$ cat src/rtl/sipo_deframer.sv
// Serial-to-parallel deframer: assembles WIDTH-bit words LSB first and hands
// them off through a single-entry valid/ready output register with overflow.
module sipo_deframer #(
  parameter int WIDTH = 10
) (
  input  logic             clk,
  input  logic             rst,
  input  logic             ser_in,
  input  logic             ser_valid,
  input  logic             sync_clr,
  input  logic             par_ready,
  input  logic             ovf_clr,
  output logic [WIDTH-1:0] par_out,
  output logic             par_valid,
  output logic             busy,
  output logic             overflow
);

  localparam int CNT_W = (WIDTH > 1) ? $clog2(WIDTH) : 1;
  localparam logic [CNT_W-1:0] LAST = CNT_W'(WIDTH - 1);

  logic [CNT_W-1:0] cnt;
  logic [WIDTH-1:0] shreg;
  logic [WIDTH-1:0] word;
  logic             accept;
  logic             complete;
  logic             handoff;
  logic             load;
  logic             drop;

  always_comb begin
    accept   = ser_valid & ~sync_clr;
    complete = accept & (cnt == LAST);
    handoff  = par_valid & par_ready;
    load     = complete & (~par_valid | handoff);
    drop     = complete & par_valid & ~par_ready;
    // New bits enter at the MSB so the first bit of a word lands in bit 0.
    word     = {ser_in, shreg[WIDTH-1:1]};
  end

  assign busy = (cnt != '0);

  // Assembly stage: bit counter and shift register
  always_ff @(posedge clk or negedge rst) begin
    if (!rst) begin
      cnt   <= '0;
      shreg <= '0;
    end else if (sync_clr) begin
      cnt   <= '0;
      shreg <= '0;
    end else if (accept) begin
      shreg <= word;
      cnt   <= complete ? '0 : cnt + 1'b1;
    end
  end

  // Output stage: held word, its valid, and the sticky drop flag
  always_ff @(posedge clk or negedge rst) begin
    if (!rst) begin
      par_out   <= '0;
      par_valid <= 1'b0;
      overflow  <= 1'b0;
    end else begin
      if (load) begin
        par_out   <= word;
        par_valid <= 1'b1;
      end else if (handoff) begin
        par_valid <= 1'b0;
      end
      // A drop on the same edge as a clear request keeps the flag set.
      if (drop) begin
        overflow <= 1'b1;
      end else if (ovf_clr) begin
        overflow <= 1'b0;
      end
    end
  end

endmodule

$ cat config.mk
export PLATFORM = sky130hd
export DESIGN_NAME = sipo_deframer
export DESIGN_NICKNAME = d
export VERILOG_FILES = /design/src/rtl/sipo_deframer.sv
export SDC_FILE = /design/constraint.sdc
export NUM_CORES = 1
export LEC_CHECK = 0
export BUFFER_PORTS_ARGS = -buffer_cell sky130_fd_sc_hd__buf_2
export CAP_MARGIN = 10
export CORE_UTILIZATION = 48
export CTS_CLUSTER_SIZE = 30
export DETAILED_ROUTE_END_ITERATION = 10
export PLACE_DENSITY = 0.72
export SYNTH_ARGS = -nofsm -noshare
export SYNTH_HDL_FRONTEND = slang
export SYNTH_SLANG_ARGS = --single-unit
$ cat constraint.sdc
create_clock -name clk -period 1.5 [get_ports clk]
set_input_delay 0.3 -clock clk [delete_from_list [all_inputs] [get_ports clk]]
set_output_delay 0.3 -clock clk [all_outputs]
set_load 0.05 [all_outputs]
==> Word-level counts from Yosys, hierarchy flattened <==
Cells that the tools add are included.
{ "word_totals": {"register_bits": 26, "out_inout_bits": 13, "word_cells": 30} }
{ "classes": {"addsub": 1, "eq_ne": 1, "muxes": 9, "bitwise_logic": 10, "n_reduce_logical": 4} }
{ "ops": {"columns": ["op", "count"], "rows": [
  ["$mux 10", 2],
  ["$mux 4", 3],
  ["$and 1x1->1", 6],
  ["$reduce_bool 2->1", 3],
  ["$add 4x1->4 const B", 1],
  ["$eq 4x4->1 const B", 1],
  ["$mux 1", 4],
  ["$reduce_bool 4->1", 1],
  ["$not 1->1", 3],
  ["$or 1x1->1", 1]
]} }

==> Longest topological paths before layout <==
{ "logic_depth": {"word_depth": 6, "ltp_mapped": 6} }

==> Worst setup path after synthesis <==
No wires, ideal clock.
{ "synth_path": {"kind": "register -> register", "start": "register cnt[1]", "end": "register par_out[9]", "t_arrival_ps": 1455, "required_ps": 1375, "slack_ps": -80, "path_stages_with_launch": 7, "path_cell_list": "dfrtp_1 -> inv_1 -> ha_1 -> nand3b_4 -> nor4b_4 -> buf_6 -> mux2_2"} }
{ "synth_between": {"elab_chain_len": 3} }
{ "synth_rtl": {"columns": ["item", "line_no", "text"], "rows": [
  ["start, declared", "22", "logic [CNT_W-1:0] cnt;"],
  ["start signal, assigned", "53", "cnt <= complete ? '0 : cnt + 1'b1;"],
  ["$eq 4x4->1", "33", "complete = accept & (cnt == LAST);"],
  ["$and 1x1->1", "33", null],
  ["$and 1x1->1", "35", "load = complete & (~par_valid | handoff);"],
  ["end signal, assigned", "65", "par_out <= word;"],
  ["end, declared", "13", "output logic [WIDTH-1:0] par_out,"]
]} }
No other way between the ends.
A chain may end at the register's enable or synchronous reset.

==> Worst setup path after layout <==
{ "layout_path": {"start": "register cnt[1]", "end": "register par_out[7]"} }
The elaborated chain is that of the path after synthesis.

==> results.cfg <==
[sta]
finClkSkew_ns = 0.002542
final-setup-viol-count = 11
grt_setup_unrepaired = yes
min_period_ns = 1.610
finalSetupTns_ns = -0.9772
maxSlewViolCount = 0
holdWs_ns = 0.1759
setup_slack_ns = -0.1095
finalCritPeriodShare_pct = 107.3
hold_violations = 0
fmax_mhz = 621.3
maxSlewHeadroom_pct = 64.98
tightest_slew_ns = 0.5252

[worst_setup_path]
startpoint = cnt[1]$_DFFE_PN0P_
cp.depth = 6
crit_path_max_incr_delay_ns = 0.42
crit_buf_inv = 2
required_ns = 1.71
critPathLaunchType = register
r2r_cells = 6
cp_top_family = flip-flops
r2r_setup_slack_ns = -0.11
crit_chain = inv_2 -> ha_4 -> nand3b_4 -> nor4b_4 -> buf_4 -> mux2_2
rr_endpoint = par_out[7]$_DFFE_PN0P_
setup.worst_path.end = par_out[7]$_DFFE_PN0P_
slowest_stage = dfrtp_1
r2r-start = cnt[1]$_DFFE_PN0P_
crit_type = register to register
cp-end-kind = register
arrival_ns = 1.82
cp_max_fo = 4

[floorplan]
die_area_um2 = 2490
core_area_um2 = 2062
die_w_um = 49.90
dieHeight_um = 49.90
start_util_pct = 53.40
pin_count = 20
row_count = 16

[cells_and_area]
nets = 131
stdcell_count = 147
final_layout_size_suffix_gt1_share_pct = 45.00
syn2layout_area_growth_pct = 24.77
fill_cells = 148
final_common_cell = dfrtp_1
final_cell_mix = 25 x dfrtp_1, 18 x buf_2, 12 x buf_4
num_antenna_cells = 0
regArea_um2 = 625.6
fin_util_pct = 66.63
multi_input_area_um2 = 460.4

[worst_hold_path]
holdCritPathClass = input port to register

[place]
dp_hpwl_mm = 1.366
place_inst = 139
port_buffers = 19
place_congestion = 0.7499

[clock_network]
numCtsBuffers = 3
clock-root-buffer = clkbuf_4
cts_tree = yes
clockBufferDepth = 2
numClockSinks = 25
htreeDepth = 1
clk_pin_slew_ns = 0.13
insertion_delay_ns = 0.31

[power_and_ir_drop]
pwr_density_cell_nw_per_um2 = 820.8
leakage_uw = 0.0007590
irDropWorstVdd_mv = 0.5364
p_total_uw = 1128

[routing]
viasPerCell = 4.993
wire_per_inst_um = 13.59
detail_route.iter0.violations = 4
wirelength_mm = 1.997
drc_errors = 0
vias = 734
drt-pass1-iter-count = 3
final_antenna_net_count = 0

[run_status]
violations = setup timing
status = finished, violations left

[yosys]
ys_types = 23
netlist_area_um2 = 1101
syn_inst = 87
ys_warn_count = 0
synth-seq-cells = 25
synth_seq_area_share_pct = 56.82
postSynthAreaPerCell_um2 = 12.66
synth_nets = 97

[global_route]
grt_max_degree = 26
grt_pass1_vias = 731
antenna_found_initial = 0
grt_first_pass_wirelength_mm = 3.325
grt_util_all_layers_pct = 18.22
gr-total-overflow = 0

[job]
cap_violations = 0
==> what timing repair did <==
action | 4_1_cts | 5_1_grt
pin swaps | 0 | 1
hold endpoints to repair | 25 | 0
endpoints found under the setup margin | 11 | 12
hold buffers | 1 | 0
buffers inserted | 2 | 1
gates resized for setup | 6 | 4
==> power breakdown <==
part           leakage (µW)  internal, µW  switching (µW)
Clock             0.0000150           104             189
Sequential         0.000346           683            6.47
Combinational      0.000398          62.1            83.0
==> cell families after synthesis <==
group | synth area share (%)
buffers and inverters | 3.863
AOI/OAI and AO/OA | 3.523
muxes | 18.41
xor gates and xnor gates | 0.7956
adders and majority gates | 3.409
DFF | 56.82
and+or+nand+nor | 13.18
==> cell usage after synthesis <==
cell type	instances	area [µm²]
a21oi_1	3	15.01
inv_1	4	15.01
nand2b_1	1	6.260
and4b_2	1	11.26
a21boi_0	1	7.510
ha_1	3	37.54
buf_2	1	5.000
mux2i_1	9	90.09
nand3b_4	1	20.02
nand3_1	1	5.000
o22ai_1	1	6.260
o21ai_0	2	10.01
nor2_1	11	41.29
or3b_2	1	8.760
dfrtp_1	25	625.6
nor4b_4	1	23.77
or3_1	1	6.260
buf_4	1	7.510
nand2_1	6	22.52
mux2_2	10	112.6
xnor2_1	1	8.760
clkbuf_1	1	3.750
buf_6	1	11.26
==> cell type report <==
| cell class | instances | share of cell area (%) |
|---|---|---|
| Multi-Input combinational cell | 54 | 33.52 |
| Sequential cell | 25 | 45.54 |
| Tap cell | 27 | 2.459 |
| Inverter | 4 | 1.093 |
| Timing Repair Buffer | 33 | 15.48 |
| Clock buffer | 4 | 1.913 |
==> worst min-delay path by stage <==
| stage | depth (start not counted) | start | slack, ns | end |
|---|---|---|---|---|
| after global placement | 1 | rst | 0.31 | cnt[3]$_DFFE_PN0P_ |
| after floorplan | 0 | rst | 0.004 | cnt[0]$_DFFE_PN0P_ |
| after global routing | 2 | ovf_clr | 0.14 | overflow$_DFFE_PN0P_ |
| final | 2 | ovf_clr | 0.18 | overflow$_DFFE_PN0P_ |
| after CTS | 2 | ovf_clr | 0.16 | overflow$_DFFE_PN0P_ |
| after detailed placement | 1 | rst | 0.31 | overflow$_DFFE_PN0P_ |
==> registers in the layout, indices dropped and copies added, names as in the netlist <==
register   count
cnt            4
overflow       1
par_out       10
par_valid      1
shreg          9
==> worst reg2reg max path: stages, from the launching register on <==
cell      delay [ns]
dfrtp_1         0.42
inv_2           0.08
ha_4            0.14
nand3b_4        0.08
nor4b_4         0.26
buf_4           0.19
mux2_2          0.33
==> metal layers <==
metal / global-route usage, % / vias up / wire length, µm
li1: - / 358 / -
met1: 23.00 / 361 / 905
met2: 30.18 / 13 / 1009
met3: 4.012 / 2 / 68
met4: 7.143 / 0 / 14
met5: 0 / - / 0
==> through the flow <==
step	area, µm²	setup WS [ns]
global route	1374	-0.1816
finish	1374	-0.1095
CTS	1355	-0.09446
detailed placement	1280	-0.1377
floorplan	1104	-0.07430
global placement	1280	-0.07814
Power figures use the tool's default switching activity.
